File: config.mk
export PLATFORM = sky130hd
export DESIGN_NAME = approx_mul_rr_sched_flat
export DESIGN_NICKNAME = d
export VERILOG_FILES = /design/src/rtl/approx_mul_pkg.sv /design/src/rtl/approx_mul_rr_sched_if.sv /design/src/rtl/approx_mul_rr_sched_core.sv /design/src/rtl/approx_mul_rr_sched.sv /design/src/flat_wrapper.sv
export SDC_FILE = /design/constraint.sdc
export NUM_CORES = 1
export LEC_CHECK = 0
export BUFFER_PORTS_ARGS = -buffer_cell sky130_fd_sc_hd__buf_2
export CAP_MARGIN = 40
export CORE_MARGIN = 2
export CORE_UTILIZATION = 45
export DETAILED_ROUTE_END_ITERATION = 10
export PLACE_DENSITY_LB_ADDON = 0.08
export SETUP_SLACK_MARGIN = 0.02
export SYNTH_ARGS = -nofsm -noshare
export SYNTH_HDL_FRONTEND = slang
export SYNTH_SLANG_ARGS = --single-unit
File: constraint.sdc
create_clock -name clk -period 4.7 [get_ports clk]
set_clock_uncertainty 0.1 [all_clocks]
set_input_delay 0.235 -clock clk [delete_from_list [all_inputs] [get_ports clk]]
set_output_delay 0.235 -clock clk [all_outputs]
set_load 0.005 [all_outputs]
File: src/rtl/approx_mul_pkg.sv
// Shared types, sizes and the l=4 approximate-multiplier compensation function
// for the round-robin shared multiplier.
package approx_mul_pkg;

  localparam int NREQ = 4;
  localparam int IDW  = (NREQ > 1) ? $clog2(NREQ) : 1;

  // One operation as captured at accept time.
  typedef struct packed {
    logic [7:0]     x;
    logic [7:0]     y;
    logic [IDW-1:0] id;
    logic           approx;
  } mul_op_t;

  // Compensation for the truncated low nibble of x (l=4).
  // pp_i = y & {8{x[i]}}, i=0..3, contributes pp_i << i to the exact product.
  // Columns of weight 2^8..2^10 are kept exactly (6 terms). Column 2^7
  // (pp3[4], pp2[5], pp1[6], pp0[7]) is folded by an approximate 4:2 step:
  // each AND pair becomes a carry at 2^8 and any lone bit becomes one 2^7.
  // Everything below 2^7 is dropped. Result is in units of 2 (caller shifts
  // left by 1) so the 9-term sum fits in 11 bits; max is 1728.
  function automatic logic [10:0] approx_l4_comp(input logic [3:0] xl,
                                                 input logic [7:0] y);
    logic [7:0]  pp [4];
    logic        ca, cb, cc;
    logic [10:0] s;
    for (int i = 0; i < 4; i++) pp[i] = y & {8{xl[i]}};
    ca = pp[3][4] & pp[2][5];
    cb = pp[1][6] & pp[0][7];
    cc = (pp[3][4] ^ pp[2][5]) | (pp[1][6] ^ pp[0][7]);
    s  = (11'(pp[3][7]) << 9)
       + (11'(pp[3][6]) << 8) + (11'(pp[2][7]) << 8)
       + (11'(pp[3][5]) << 7) + (11'(pp[2][6]) << 7) + (11'(pp[1][7]) << 7)
       + (11'(ca) << 7) + (11'(cb) << 7)
       + (11'(cc) << 6);
    return s;
  endfunction

endpackage

File: src/rtl/approx_mul_rr_sched_if.sv
// Requester-side and result-side handshake bundle for the shared multiplier.
// Requester i owns lane i of req_valid/req_x/req_y/req_ready.
interface approx_mul_rr_sched_if
  import approx_mul_pkg::*;
();
  logic [NREQ-1:0]      req_valid;
  logic [NREQ-1:0]      req_ready;
  logic [NREQ-1:0][7:0] req_x;
  logic [NREQ-1:0][7:0] req_y;
  logic                 approx_en;
  logic                 res_valid;
  logic                 res_ready;
  logic [15:0]          res_z;
  logic [IDW-1:0]       res_id;
  logic                 res_approx;

  modport master (
    output req_valid, req_x, req_y, approx_en, res_ready,
    input  req_ready, res_valid, res_z, res_id, res_approx
  );

  modport slave (
    input  req_valid, req_x, req_y, approx_en, res_ready,
    output req_ready, res_valid, res_z, res_id, res_approx
  );
endinterface

File: src/rtl/approx_mul_rr_sched_core.sv
// Combinational 8x8 unsigned multiplier core: exact product, or the l=4
// approximation (high nibble exact, low nibble replaced by compensation).
module mul_core_8x8
  import approx_mul_pkg::*;
(
  input  logic [7:0]  x,
  input  logic [7:0]  y,
  input  logic        approx,
  output logic [15:0] z
);
  logic [15:0] exact_z;
  logic [15:0] hi_z;
  logic [15:0] comp_z;

  assign exact_z = 16'(x) * 16'(y);
  assign hi_z    = (16'(y) * 16'(x[7:4])) << 4;
  // Compensation comes back in units of 2; max total stays below 2^16.
  assign comp_z  = {4'b0, approx_l4_comp(x[3:0], y), 1'b0};
  assign z       = approx ? (hi_z + comp_z) : exact_z;
endmodule

File: src/rtl/approx_mul_rr_sched.sv
// Round-robin scheduler in front of one shared 8x8 multiplier.
// Stage 1: arbitrate and register the winning operands.
// Stage 2: multiply and register the tagged result.
module approx_mul_rr_sched
  import approx_mul_pkg::*;
(
  input  logic                 clk,
  input  logic                 rst,
  approx_mul_rr_sched_if.slave bus
);
  localparam logic [IDW:0] NREQ_W = (IDW+1)'(NREQ);

  logic [IDW-1:0] rr_ptr;
  logic [IDW-1:0] gnt_id;
  logic           gnt_any;
  logic [NREQ-1:0] gnt;
  logic [IDW:0]   idx;
  logic [IDW:0]   gnt_inc;
  logic [IDW:0]   rr_next;

  logic           s1_valid;
  mul_op_t        s1_op;
  mul_op_t        op_in;
  logic           s1_free;
  logic           s2_free;
  logic           accept;

  logic [15:0]    core_z;
  logic           res_valid;
  logic [15:0]    res_z;
  logic [IDW-1:0] res_id;
  logic           res_approx;

  // Pipeline advance conditions: stage 2 drains on res_ready, stage 1 on stage 2.
  assign s2_free = !res_valid | bus.res_ready;
  assign s1_free = !s1_valid | s2_free;

  // Round-robin search starting at rr_ptr, wrapping modulo NREQ.
  always_comb begin
    gnt_any = 1'b0;
    gnt_id  = '0;
    idx     = '0;
    for (int k = 0; k < NREQ; k++) begin
      idx = {1'b0, rr_ptr} + (IDW+1)'(k);
      if (idx >= NREQ_W) idx = idx - NREQ_W;
      if (!gnt_any && bus.req_valid[idx[IDW-1:0]]) begin
        gnt_any = 1'b1;
        gnt_id  = idx[IDW-1:0];
      end
    end
  end

  // One-hot grant vector from the winning index.
  always_comb begin
    gnt         = '0;
    gnt[gnt_id] = gnt_any;
  end

  // Ready is held low in reset so nothing is taken while the pipe is cleared.
  assign bus.req_ready = (rst || !s1_free) ? '0 : gnt;
  assign accept        = gnt_any & s1_free & !rst;

  assign gnt_inc = {1'b0, gnt_id} + {{IDW{1'b0}}, 1'b1};
  assign rr_next = (gnt_inc == NREQ_W) ? '0 : gnt_inc;

  // Only the granted lane is muxed, so idle lanes never reach the datapath.
  assign op_in.x      = bus.req_x[gnt_id];
  assign op_in.y      = bus.req_y[gnt_id];
  assign op_in.id     = gnt_id;
  assign op_in.approx = bus.approx_en;

  // Stage 1: capture the accepted operation and advance the round-robin pointer.
  always_ff @(posedge clk) begin
    if (rst) begin
      s1_valid <= 1'b0;
      s1_op    <= '0;
      rr_ptr   <= '0;
    end else begin
      if (s1_free) s1_valid <= accept;
      if (accept) begin
        s1_op  <= op_in;
        rr_ptr <= rr_next[IDW-1:0];
      end
    end
  end

  mul_core_8x8 u_core (
    .x      (s1_op.x),
    .y      (s1_op.y),
    .approx (s1_op.approx),
    .z      (core_z)
  );

  // Stage 2: register the product; held stable while the consumer stalls.
  always_ff @(posedge clk) begin
    if (rst) begin
      res_valid  <= 1'b0;
      res_z      <= '0;
      res_id     <= '0;
      res_approx <= 1'b0;
    end else if (s2_free) begin
      res_valid <= s1_valid;
      if (s1_valid) begin
        res_z      <= core_z;
        res_id     <= s1_op.id;
        res_approx <= s1_op.approx;
      end
    end
  end

  assign bus.res_valid  = res_valid;
  assign bus.res_z      = res_z;
  assign bus.res_id     = res_id;
  assign bus.res_approx = res_approx;
endmodule

File: src/flat_wrapper.sv
// flat-port wrapper written by rule: the top's interface ports become plain ports
module approx_mul_rr_sched_flat import approx_mul_pkg::*;
  (clk, rst, bus_req_valid, bus_req_x, bus_req_y, bus_approx_en, bus_res_ready, bus_req_ready, bus_res_valid, bus_res_z, bus_res_id, bus_res_approx);
  approx_mul_rr_sched_if bus_i ();
  input  logic clk;
  input  logic rst;
  input wire logic [$bits(bus_i.req_valid)-1:0] bus_req_valid;
  input wire logic [$bits(bus_i.req_x)-1:0] bus_req_x;
  input wire logic [$bits(bus_i.req_y)-1:0] bus_req_y;
  input wire logic [$bits(bus_i.approx_en)-1:0] bus_approx_en;
  input wire logic [$bits(bus_i.res_ready)-1:0] bus_res_ready;
  output wire logic [$bits(bus_i.req_ready)-1:0] bus_req_ready;
  output wire logic [$bits(bus_i.res_valid)-1:0] bus_res_valid;
  output wire logic [$bits(bus_i.res_z)-1:0] bus_res_z;
  output wire logic [$bits(bus_i.res_id)-1:0] bus_res_id;
  output wire logic [$bits(bus_i.res_approx)-1:0] bus_res_approx;
  assign bus_i.req_valid = bus_req_valid;
  assign bus_i.req_x = bus_req_x;
  assign bus_i.req_y = bus_req_y;
  assign bus_i.approx_en = bus_approx_en;
  assign bus_i.res_ready = bus_res_ready;
  assign bus_req_ready = bus_i.req_ready;
  assign bus_res_valid = bus_i.res_valid;
  assign bus_res_z = bus_i.res_z;
  assign bus_res_id = bus_i.res_id;
  assign bus_res_approx = bus_i.res_approx;
  approx_mul_rr_sched u_core (.clk(clk), .rst(rst), .bus(bus_i));
endmodule
## Yosys cells after proc, flatten, opt, wreduce, memory -nomap -nowiden

Index checks and enable logic that the tools add are counted.

| cells by class | value |
|---|---|
| add/subtract/negate cells | 17 |
| multipliers | 2 |
| magnitude comparators | 10 |
| equal/unequal tests | 1 |
| multiplexer cells | 29 |
| bitwise logic cells | 14 |
| reductions and logical operators | 13 |

Operators with widths:

| operator | count |
|---|---|
| adder 11 x 8 -> 11 bit | 5 |
| bitwise AND 8 bit | 4 |
| binary-select mux 8 bit (select 2 bit) | 2 |
| 2-to-1 mux 2 bit | 9 |
| adder 16 x 12 -> 16 bit | 1 |
| multiplier 8 x 8 -> 16 bit | 1 |
| 2-to-1 mux 16 bit | 1 |
| 2-to-1 mux 8 bit | 2 |
| less-than comparator 2 x 3 -> 1 bit (second input constant) | 5 |
| multiplier 8 x 4 -> 12 bit | 1 |
| adder 10 x 9 -> 11 bit | 1 |
| adder 11 x 7 -> 11 bit | 1 |
| adder 11 x 9 -> 11 bit | 1 |
| >= comparator 3 bit (second input constant) | 3 |
| 2-to-1 mux 1 bit | 9 |
| binary-select mux 1 bit (select 2 bit) | 4 |
| subtractor 2 x 1 -> 2 bit (second input constant) | 4 |
| logical NOT 1 bit | 7 |
| adder 2 x 1 -> 3 bit (second input constant) | 2 |
| adder 2 x 2 -> 3 bit (second input constant) | 2 |
| bitwise AND 1 bit | 4 |
| bitwise AND 4 bit | 1 |
| logical AND 1 bit | 4 |
| 2-to-1 mux 4 bit | 1 |
| 8 further kinds | 11 |

| storage, ports and cells | value |
|---|---|
| register bits after elaboration | 42 |
| input bits | 72 |
| output and inout bits | 24 |

## Depth between registers and ports, before layout

Gate-level depths: netlist (run 1).

| depth | value |
|---|---|
| word-level depth | 20 |
| gate-level depth with buffers | 20 |
| gate-level depth less buffers | 19 |

## By module

A second synthesis (run 1) with hierarchy kept.

| second synthesis, totals | value |
|---|---|
| cell total of the unflattened synthesis | 640 |
| area total of the unflattened synthesis | 5417.7 um^2 |

Modules (own cells, without submodules):

| module | times used | cells an instance | area each (um^2) | seq. area each (um^2) |
|---|---|---|---|---|
| mul_core_8x8 | 1 | 416 | 3408.3 | 0.0 |
| approx_mul_rr_sched | 1 | 224 | 2009.4 | 840.8 |

## Worst setup path before layout (run 1)

OpenSTA, ideal clock, no wires.

| path | value |
|---|---|
| path type | flip-flop to flip-flop |
| from | register u_core.s1_op[9] (netlist bit) |
| to | register u_core.res_z[14] (netlist: u_core.bus.res_z[14]) |
| library setup time | 0.125 ns |
| arrival | 4.337 ns |
| path slack | 0.138 ns |
| stages on the path, launching flop included | 19 |
| path through | dfxtp_1 clkbuf_1 and2_1 inv_1 fa_1 inv_1 fa_1 fa_1 inv_1 fa_1 inv_1 ha_1 and3_1 a221o_1 a21oi_1 o21ai_0 xor2_1 a22oi_1 o2bb2ai_1 |

| between the ends | value |
|---|---|
| longest elaborated chain between the ends | 11 |

Ends and longest elaborated chain:

| what | line | text |
|---|---|---|
| from (decl) | approx_mul_rr_sched.sv:22 | `mul_op_t s1_op;` |
| from (signal assigned) | approx_mul_rr_sched.sv:81 | `s1_op <= op_in;` |
| bitwise AND 8 bit | approx_mul_pkg.sv:28 | `for (int i = 0; i < 4; i++) pp[i] = y & {8{xl[i]}};` |
| adder 10 x 9 -> 11 bit | approx_mul_pkg.sv:33 | `+ (11'(pp[3][6]) << 8) + (11'(pp[2][7]) << 8)` |
| adder 11 x 9 -> 11 bit | approx_mul_pkg.sv:33 |  |
| adder 11 x 8 -> 11 bit (3 in series) | approx_mul_pkg.sv:34 | `+ (11'(pp[3][5]) << 7) + (11'(pp[2][6]) << 7) + (11'(pp[1][7]) << 7)` |
| adder 11 x 8 -> 11 bit (2 in series) | approx_mul_pkg.sv:35 | `+ (11'(ca) << 7) + (11'(cb) << 7)` |
| adder 11 x 7 -> 11 bit | approx_mul_pkg.sv:36 | `+ (11'(cc) << 6);` |
| adder 16 x 12 -> 16 bit | approx_mul_rr_sched_core.sv:19 | `assign z = approx ? (hi_z + comp_z) : exact_z;` |
| 2-to-1 mux 16 bit * | approx_mul_rr_sched_core.sv:19 |  |
| to (signal assigned) | approx_mul_rr_sched.sv:104 | `res_z <= core_z;` |
| to (decl) | approx_mul_rr_sched.sv:30 | `logic [15:0] res_z;` |

Mark *: on every way between the ends. The rest lies on a longest branch, timed or not.
A chain may end at the register's enable or synchronous reset.

## Worst setup path in the final report (run 1)

| path | value |
|---|---|
| from | register u_core.s1_op[5] (netlist bit) |
| to | register u_core.res_z[12] (netlist: u_core.bus.res_z[12]) |

| between the ends | value |
|---|---|
| longest elaborated chain between the ends | 3 |

Ends and longest elaborated chain:

| what | line | text |
|---|---|---|
| multiplier 8 x 4 -> 12 bit | approx_mul_rr_sched_core.sv:16 | `assign hi_z = (16'(y) * 16'(x[7:4])) << 4;` |
| adder 16 x 12 -> 16 bit | approx_mul_rr_sched_core.sv:19 |  |
| 2-to-1 mux 16 bit * | approx_mul_rr_sched_core.sv:19 |  |

Marked as above.

==> metrics.txt, run 1 <==
# TYPE chip_impl_metric gauge
chip_impl_metric{name="vias_in_the_first_global_route",unit=""} 4923
chip_impl_info{name="critical_path_class",value="flip-flop to flip-flop"} 1
chip_impl_metric{name="globalRouteOverflowTotal",unit=""} 0
chip_impl_metric{name="critical_path_rt",unit="ps"} 4820
chip_impl_metric{name="synthesis.instances",unit=""} 668
chip_impl_metric{name="p_per_area",unit="mW/mm2"} 313
chip_impl_metric{name="setup_tns",unit="ps"} 0
chip_impl_metric{name="ys.warnings.count",unit=""} 0
chip_impl_metric{name="wp_data_arrival",unit="ps"} 4610
chip_impl_metric{name="placementRows",unit=""} 40
chip_impl_metric{name="synthesis.nets",unit=""} 858
chip_impl_info{name="worst_r2r_endpoint",value="u_core.bus.res_z[12]"} 1
chip_impl_metric{name="detailedPlacementHpwl",unit="um"} 11600
chip_impl_metric{name="floorplan.core_area",unit="mm2"} 0.0121
chip_impl_metric{name="chipWidth",unit="um"} 115
chip_impl_metric{name="tightest_slew",unit="ps"} 864
chip_impl_metric{name="seq_area",unit="um2"} 867
chip_impl_info{name="cp-end-kind",value="flip-flop"} 1
chip_impl_metric{name="total_cts_buffers",unit=""} 5
chip_impl_metric{name="finalHoldViolations",unit=""} 0
chip_impl_metric{name="final_net_count",unit=""} 957
chip_impl_metric{name="drc",unit=""} 0
chip_impl_metric{name="htree_levels",unit=""} 2
chip_impl_metric{name="period_share",unit="%"} 95.5
chip_impl_metric{name="starting_density_of_the_core",unit="%"} 46.2
chip_impl_metric{name="cts_hold_buf",unit=""} 0
chip_impl_info{name="timing.critical_path.from",value="u_core.s1_op[5]"} 1
chip_impl_metric{name="floorplan.io_pins",unit=""} 96
chip_impl_info{name="rsz_0062_raised_after_global_routing",value="no"} 1
chip_impl_metric{name="clk-insertion-delay-late",unit="ps"} 300
chip_impl_metric{name="max_rail_drop_vdd",unit="V"} 0.000140
chip_impl_metric{name="design_power_total",unit="mW"} 2.07
chip_impl_info{name="yosysTopAreaCell",value="sky130_fd_sc_hd__fa_1"} 1
chip_impl_metric{name="layoutNonFillerInstCount",unit=""} 936
chip_impl_metric{name="antenna_left",unit=""} 0
chip_impl_metric{name="clockBufferDepth",unit=""} 2
chip_impl_metric{name="detail_route.iter0.violations",unit=""} 219
chip_impl_metric{name="wire_per_inst",unit="um"} 15.0
chip_impl_metric{name="number_of_synthesized_flops_with_an_enable_pin",unit=""} 0
chip_impl_metric{name="layout.core_utilization",unit="%"} 54.8
chip_impl_metric{name="post_route_cells_drive_above_1_share",unit="%"} 22.7
chip_impl_metric{name="power_leakage",unit="nW"} 3.51
chip_impl_info{name="synth_top_cells_by_count",value="sky130_fd_sc_hd__inv_1 (106), sky130_fd_sc_hd__ha_1 (68), sky130_fd_sc_hd__nand2_1 (61), sky130_fd_sc_hd__and2_1 (52), sky130_fd_sc_hd__fa_1 (50)"} 1
chip_impl_metric{name="reg2regPathDepth",unit=""} 17
chip_impl_metric{name="max-slew-margin-rel",unit="%"} 42.3
chip_impl_metric{name="synth_seq_cells",unit=""} 42
chip_impl_metric{name="fp.dieArea",unit="mm2"} 0.0133
chip_impl_metric{name="drt_pre_antenna_iters",unit=""} 4
chip_impl_metric{name="grt_first_pass_wirelength",unit="um"} 23800
chip_impl_metric{name="antenna_found_initial",unit=""} 0
chip_impl_metric{name="totalWireLength",unit="um"} 14100
chip_impl_metric{name="synthesis.area",unit="mm2"} 0.00558
chip_impl_info{name="holdCritPathClass",value="primary input to flip-flop"} 1
chip_impl_metric{name="multi_input_comb_area",unit="mm2"} 0.00431
chip_impl_metric{name="dieHeight",unit="um"} 115
chip_impl_metric{name="synth_cell_type_count",unit=""} 56
chip_impl_metric{name="grt.total_usage",unit="%"} 23.0
chip_impl_info{name="synthFlopType",value="sky130_fd_sc_hd__dfxtp_1"} 1
chip_impl_metric{name="vias",unit=""} 4734
chip_impl_metric{name="max_clock_freq",unit="MHz"} 223
chip_impl_info{name="synthTopCellsByArea",value="sky130_fd_sc_hd__fa_1 (18%), sky130_fd_sc_hd__ha_1 (15%), sky130_fd_sc_hd__dfxtp_1 (15%), sky130_fd_sc_hd__inv_1 (7.1%), sky130_fd_sc_hd__and2_1 (5.8%)"} 1
chip_impl_metric{name="final_weighted_congestion_of_routability_driven_global_placement",unit=""} 0.895
chip_impl_metric{name="timing.critical_path.fanout_max",unit=""} 7
chip_impl_metric{name="number_of_pins_with_negative_max_slew_slack_in_the_final_report",unit=""} 0
chip_impl_metric{name="numClockSinks",unit=""} 42
chip_impl_info{name="yosysMostFrequentCell",value="sky130_fd_sc_hd__inv_1"} 1
chip_impl_info{name="outcome",value="finished clean"} 1
chip_impl_metric{name="whs",unit="ps"} 41.2
chip_impl_metric{name="worst_setup_hold_path_clk_slew",unit="ps"} 70
chip_impl_metric{name="via_per_inst",unit=""} 5.06
chip_impl_info{name="worstSetupStartpointType",value="flip-flop"} 1
chip_impl_metric{name="dp_cells",unit=""} 928
chip_impl_metric{name="port_buffers",unit=""} 95
chip_impl_metric{name="async_flop_share",unit="%"} 0
chip_impl_metric{name="layout_min_cycle_time",unit="ps"} 4490
chip_impl_info{name="clk_root_buffer_cell",value="sky130_fd_sc_hd__clkbuf_16"} 1
chip_impl_info{name="tritoncts",value="done"} 1
chip_impl_metric{name="grt_max_degree",unit=""} 46
chip_impl_metric{name="n_fill_cell",unit=""} 1140
chip_impl_metric{name="rrSetupSlack",unit="ps"} 210
chip_impl_info{name="r2r_start",value="u_core.s1_op[5]"} 1
chip_impl_metric{name="max-cap-violations",unit=""} 0
chip_impl_metric{name="yosysSeqAreaShare",unit="%"} 15.1
chip_impl_metric{name="synthDominantCellAreaShare",unit="%"} 18.0
chip_impl_metric{name="synthToLayoutAreaGrowth",unit="%"} 18.6
chip_impl_metric{name="synth.avg_cell_area",unit="um2"} 8.35
chip_impl_metric{name="n_antenna_cell",unit=""} 0
chip_impl_metric{name="setup_viol",unit=""} 0
chip_impl_info{name="setup.worst_path.end",value="u_core.bus.res_z[12]"} 1
chip_impl_metric{name="whs_path_depth",unit=""} 3
[worst min-delay path by stage]
stage,from,endpoint,slack (ps)
floorplan,bus_approx_en,u_core.s1_op[0],230
global placement,u_core.bus.res_z[3],u_core.bus.res_z[3],340
detailed placement,u_core.s1_op[1],u_core.bus.res_id[0],340
CTS,bus_approx_en,u_core.s1_op[0],40
global route,bus_approx_en,u_core.s1_op[0],50
finish,bus_approx_en,u_core.s1_op[0],40
[report_power, final]
group          internal, mW  switching (mW)
logic                 0.567           0.664
registers             0.409          0.0523
clock network         0.204           0.172
[state kept, by name (all words and copies together), names as in the netlist, named ones only]
| name | flops |
|---|---|
| u_core.bus.res_id | 2 |
| u_core.bus.res_valid | 1 |
| u_core.s1_op | 19 |
| u_core.s1_valid | 1 |
| u_core.rr_ptr | 1 |
| u_core.bus.res_approx | 1 |
| u_core.bus.res_z | 16 |
[critical path: stages, from the launching register on]
cell and delay, ps:
sky130_fd_sc_hd__dfxtp_4 380, sky130_fd_sc_hd__and2_4 160, sky130_fd_sc_hd__inv_1 50, sky130_fd_sc_hd__fa_1 490
sky130_fd_sc_hd__inv_1 60, sky130_fd_sc_hd__fa_1 480, sky130_fd_sc_hd__fa_1 550, sky130_fd_sc_hd__inv_1 60
sky130_fd_sc_hd__fa_1 530, sky130_fd_sc_hd__inv_1 70, sky130_fd_sc_hd__ha_4 240, sky130_fd_sc_hd__and3_4 180
sky130_fd_sc_hd__a221o_1 350, sky130_fd_sc_hd__a21oi_2 170, sky130_fd_sc_hd__o21bai_1 120, sky130_fd_sc_hd__xnor2_1 130
sky130_fd_sc_hd__o21a_1 160, sky130_fd_sc_hd__nor3_1 120
[what timing repair did]
| action | CTS | global route |
|---|---|---|
| setup buffers | 0 | 0 |
| pin swaps | 0 | 8 |
| gates cloned | 0 | 0 |
| endpoints found under the hold margin | 0 | 0 |
| resized for setup | 5 | 29 |
| endpoints found under the setup margin | 3 | 8 |
[metrics by stage]
step | worst slack [ps] | cell area [um2]
6_report | 213 | 6610
5_1_grt | 22.6 | 6610
4_1_cts | 2.56 | 6500
3_5_place_dp | -34.2 | 6340
3_3_place_gp | 37.5 | 6300
2_1_floorplan | 138 | 5580
[final cells by class]
cell class	count	area share [%]
Clock buffer	5	1.89
Inverter	107	6.07
Multi-Input combinational cell	492	65.1
Tap cell	168	3.18
Clock inverter	3	0.435
Timing Repair Buffer	119	10.2
Sequential cell	42	13.1
[layer usage]
| metal | part of all wire, % | up-vias | global-route usage [%] |
|---|---|---|---|
| met3 | 4.4 | 9 | 3.16 |
| li1 | - | 2391 | - |
| met2 | 47 | 118 | 39.2 |
| met5 | 0 | - | 0 |
| met4 | 1.3 | 0 | 4.66 |
| met1 | 47 | 2216 | 31.2 |
[logic make-up after synthesis]
logic type	after synthesis	share of synthesized area, %
buffers and inverters	134	9.43
adder cells (fa/ha/maj)	119	33.4
flip-flops	42	15.1
XOR/XNOR	22	3.46
multiplexers	33	6.67
AND/OR/NAND/NOR	198	18.6
AO/OA/AOI/OAI	120	13.3
[placed cells by master, fill, tap and decap left out, drive strengths merged, types with 3 or more instances in the layout]
master | synthesis | final
nand3b | 19 | 19
mux2i | 21 | 21
clkbuf | 21 | 5
o21a | 5 | 5
nand2 | 61 | 61
a21o | 7 | 7
xor2 | 7 | 7
buf | 6 | 119
xnor2 | 15 | 15
and2 | 52 | 52
nor3 | 11 | 11
a21boi | 3 | 3
o21ai | 43 | 43
and3 | 7 | 7
inv | 107 | 109
a211oi | 7 | 7
nor2 | 23 | 23
ha | 68 | 68
dfxtp | 42 | 42
nand3 | 6 | 6
fa | 50 | 50
mux2 | 12 | 12
a21oi | 33 | 33
nor2b | 7 | 7
Note: power is estimated with default switching activity, not from simulation.
==> run 2: changes to the inputs <==
--- a/config.mk
+++ b/config.mk
@@ -8,8 +8,9 @@
 export BUFFER_PORTS_ARGS = -buffer_cell sky130_fd_sc_hd__buf_2
 export CAP_MARGIN = 40
 export CORE_MARGIN = 2
-export CORE_UTILIZATION = 45
+export CORE_UTILIZATION = 53
 export DETAILED_ROUTE_END_ITERATION = 10
+export MAX_ROUTING_LAYER = met4
 export PLACE_DENSITY_LB_ADDON = 0.08
 export SETUP_SLACK_MARGIN = 0.02
 export SYNTH_ARGS = -nofsm -noshare
==> run 2 against run 1 <==
Against the previous run: maximum frequency fell by 0.51%; total power shrank 3.0%; combinational power about the same; die area shrank 15%; hold slack worse by 13 ps; setup slack got worse by 23 ps; core utilization is 9.0 points higher; highest routed layer unchanged.
==> metrics.txt, run 2 (synthesis results as in run 1) <==
# TYPE chip_impl_metric gauge
chip_impl_info{name="outcome",value="finished clean"} 1
chip_impl_metric{name="total_cts_buffers",unit=""} 5
chip_impl_metric{name="layoutNonFillerInstCount",unit=""} 906
chip_impl_metric{name="seq_area",unit="um2"} 866
chip_impl_metric{name="n_antenna_cell",unit=""} 0
chip_impl_metric{name="vias_in_the_first_global_route",unit=""} 4892
chip_impl_metric{name="critical_path_rt",unit="ps"} 4760
chip_impl_metric{name="wire_per_inst",unit="um"} 15.5
chip_impl_metric{name="p_int",unit="mW"} 1.14
chip_impl_metric{name="layout.core_utilization",unit="%"} 63.8
chip_impl_metric{name="clockBufferDepth",unit=""} 2
chip_impl_metric{name="placementRows",unit=""} 37
chip_impl_info{name="reg_top3",value="u_core.s1_op: 19 flops, u_core.bus.res_z: 16 flops, u_core.bus.res_id: 2 flops"} 1
chip_impl_info{name="clk_root_buffer_cell",value="sky130_fd_sc_hd__clkbuf_8"} 1
chip_impl_metric{name="finalHoldViolations",unit=""} 0
chip_impl_metric{name="detail_route.iter0.violations",unit=""} 218
chip_impl_info{name="holdCritPathClass",value="primary input to flip-flop"} 1
chip_impl_metric{name="p_seq_share",unit="%"} 23.0
chip_impl_metric{name="max_clock_freq",unit="MHz"} 222
chip_impl_metric{name="antenna_left",unit=""} 0
chip_impl_info{name="critPathMostFrequentCell",value="sky130_fd_sc_hd__fa_1"} 1
chip_impl_metric{name="post_route_cells_drive_above_1_share",unit="%"} 23.2
chip_impl_metric{name="vias",unit=""} 4812
chip_impl_metric{name="dieHeight",unit="um"} 107
chip_impl_metric{name="critPathMaxStageDelay",unit="ps"} 540
chip_impl_info{name="most_common_cell_after_layout_fill_and_taps_aside",value="sky130_fd_sc_hd__inv_1"} 1
chip_impl_metric{name="period_share",unit="%"} 96.0
chip_impl_metric{name="detailedPlacementHpwl",unit="um"} 11700
chip_impl_metric{name="n_fill_cell",unit=""} 933
chip_impl_metric{name="p_per_area",unit="mW/mm2"} 306
chip_impl_metric{name="chipWidth",unit="um"} 107
chip_impl_info{name="cpMaxStageDelayCell",value="sky130_fd_sc_hd__fa_1"} 1
chip_impl_metric{name="worst_setup_hold_path_clk_slew",unit="ps"} 90
chip_impl_metric{name="totalWireLength",unit="um"} 14000
chip_impl_metric{name="numClockSinks",unit=""} 42
chip_impl_metric{name="switching_power",unit="mW"} 0.868
chip_impl_metric{name="wp_data_arrival",unit="ps"} 4570
chip_impl_info{name="worstPathCellList",value="and2_4, fa_1, inv_1, fa_1, inv_1, fa_1, inv_1, fa_1, inv_2, ha_4, and3_4, a2111oi_4, o21bai_1, xnor2_1, nor2_1, o22ai_1, nor2_1"} 1
chip_impl_info{name="cp-end-kind",value="flip-flop"} 1
chip_impl_metric{name="whs",unit="ps"} 28.0
chip_impl_metric{name="floorplan.io_pins",unit=""} 96
chip_impl_metric{name="antenna_found_initial",unit=""} 0
chip_impl_metric{name="max_rail_drop_vdd",unit="V"} 0.000163
chip_impl_metric{name="number_of_pins_with_negative_max_slew_slack_in_the_final_report",unit=""} 0
chip_impl_metric{name="htree_levels",unit=""} 2
chip_impl_metric{name="largest_reg_flops",unit=""} 19
chip_impl_metric{name="cp_num_buf_inv",unit=""} 4
chip_impl_info{name="tritoncts",value="done"} 1
chip_impl_info{name="rsz_0062_raised_after_global_routing",value="no"} 1
chip_impl_metric{name="clk-insertion-delay-late",unit="ps"} 300
chip_impl_metric{name="globalRouteOverflowTotal",unit=""} 0
chip_impl_info{name="worstSetupStartpointType",value="flip-flop"} 1
chip_impl_metric{name="drc",unit=""} 0
chip_impl_metric{name="timing.critical_path.fanout_max",unit=""} 5
chip_impl_metric{name="dp_cells",unit=""} 897
chip_impl_metric{name="max-slew-margin-rel",unit="%"} 43.0
chip_impl_metric{name="power_leakage",unit="nW"} 3.49
chip_impl_info{name="regMostFlops",value="u_core.s1_op"} 1
chip_impl_metric{name="power.combinational.fraction",unit="%"} 62.1
chip_impl_metric{name="final_weighted_congestion_of_routability_driven_global_placement",unit=""} 0.921
chip_impl_info{name="commonest_non_fill_non_tap_cells_in_the_layout",value="sky130_fd_sc_hd__inv_1 (105), sky130_fd_sc_hd__buf_2 (95), sky130_fd_sc_hd__ha_1 (65), sky130_fd_sc_hd__nand2_1 (60), sky130_fd_sc_hd__fa_1 (50)"} 1
chip_impl_metric{name="clkPwrFrac",unit="%"} 14.8
chip_impl_metric{name="drt_pre_antenna_iters",unit=""} 4
chip_impl_metric{name="fp.dieArea",unit="mm2"} 0.0114
chip_impl_metric{name="grt_first_pass_wirelength",unit="um"} 23200
chip_impl_metric{name="synthToLayoutAreaGrowth",unit="%"} 17.6
chip_impl_metric{name="final_net_count",unit=""} 959
chip_impl_metric{name="floorplan.core_area",unit="mm2"} 0.0103
chip_impl_metric{name="layout_min_cycle_time",unit="ps"} 4510
chip_impl_info{name="critical_path_class",value="flip-flop to flip-flop"} 1
chip_impl_metric{name="grt_max_degree",unit=""} 46
chip_impl_metric{name="grt.total_usage",unit="%"} 26.4
chip_impl_metric{name="starting_density_of_the_core",unit="%"} 54.2
chip_impl_metric{name="port_buffers",unit=""} 95
chip_impl_metric{name="via_per_inst",unit=""} 5.31
chip_impl_metric{name="multi_input_comb_area",unit="mm2"} 0.00431
chip_impl_metric{name="sw_frac_of_total",unit="%"} 43.2
chip_impl_metric{name="setup_tns",unit="ps"} 0
chip_impl_metric{name="max-cap-violations",unit=""} 0
chip_impl_info{name="cp_top_family",value="adder cells"} 1
chip_impl_metric{name="cts_hold_buf",unit=""} 0
chip_impl_metric{name="tightest_slew",unit="ps"} 853
chip_impl_metric{name="setup_viol",unit=""} 0
run 2: cell count changes in the layout (fill, tap and decap cells not counted), moves of 2 or more:
cell / delta
sky130_fd_sc_hd__and2_1: -2
sky130_fd_sc_hd__and2_4: +2
sky130_fd_sc_hd__buf_4: +3
sky130_fd_sc_hd__clkbuf_16: -5
sky130_fd_sc_hd__clkbuf_8: +5
sky130_fd_sc_hd__clkinvlp_4: +2
sky130_fd_sc_hd__dfxtp_2: +2
run 2: cell type report:
type                       instances  area share [%]
clock buffer                       5            1.05
timing repair buffer             121            10.5
multi-input combinational        492            65.8
sequential                        42            13.2
tap                              136            2.60
clock inverter                     3           0.687
inverter                         107            6.13
run 2: final timing paths:
kind | start | endpoint | slack (ps) | cells past startpoint
max | u_core.s1_op[7] | u_core.bus.res_z[10] | 190 | 17
min reg2reg | u_core.bus.res_z[0] | u_core.bus.res_z[0] | 360 | 2
max reg2reg | u_core.s1_op[7] | u_core.bus.res_z[10] | 190 | 17
min | bus_approx_en | u_core.s1_op[0] | 30 | 3
run 2: metal layers:
layer	GRT usage, %	up-vias	wire length (um)
li1	-	2395	-
met4	6.03	0	257
met1	34.1	2277	6380
met5	-	-	0
met3	3.25	19	669
met2	44.4	121	6710
run 2: tightest hold or removal path: stages:
cell and delay [ps]:
sky130_fd_sc_hd__buf_2 80, sky130_fd_sc_hd__nand2_1 40, sky130_fd_sc_hd__nand2_1 50
run 2: stage by stage:
| step | setup slack [ps] | total power, mW | area, um2 |
|---|---|---|---|
| detailed placement | -72.3 | 1.62 | 6310 |
| CTS | 10.0 | 1.93 | 6430 |
| finish | 190 | 2.01 | 6560 |
| floorplan | 138 | 1.28 | 5580 |
| global placement | 77.7 | 1.58 | 6280 |
| global route | 6.39 | 2.20 | 6560 |
run 2: timing repair:
action / 4_1_cts / 5_1_grt
resized for setup: 2 / 35
pin swaps: 0 / 8
setup endpoints to repair: 4 / 8
cloned: 0 / 0
buffers inserted: 0 / 1
run 2: power groups by stage:
stage	sequential (mW)	clock [mW]	combinational [mW]
3_5_place_dp	0.463	0	1.16
2_1_floorplan	0.447	0	0.832
3_3_place_gp	0.460	0	1.12
5_1_grt	0.469	0.315	1.41
6_report	0.462	0.298	1.25
4_1_cts	0.455	0.303	1.18
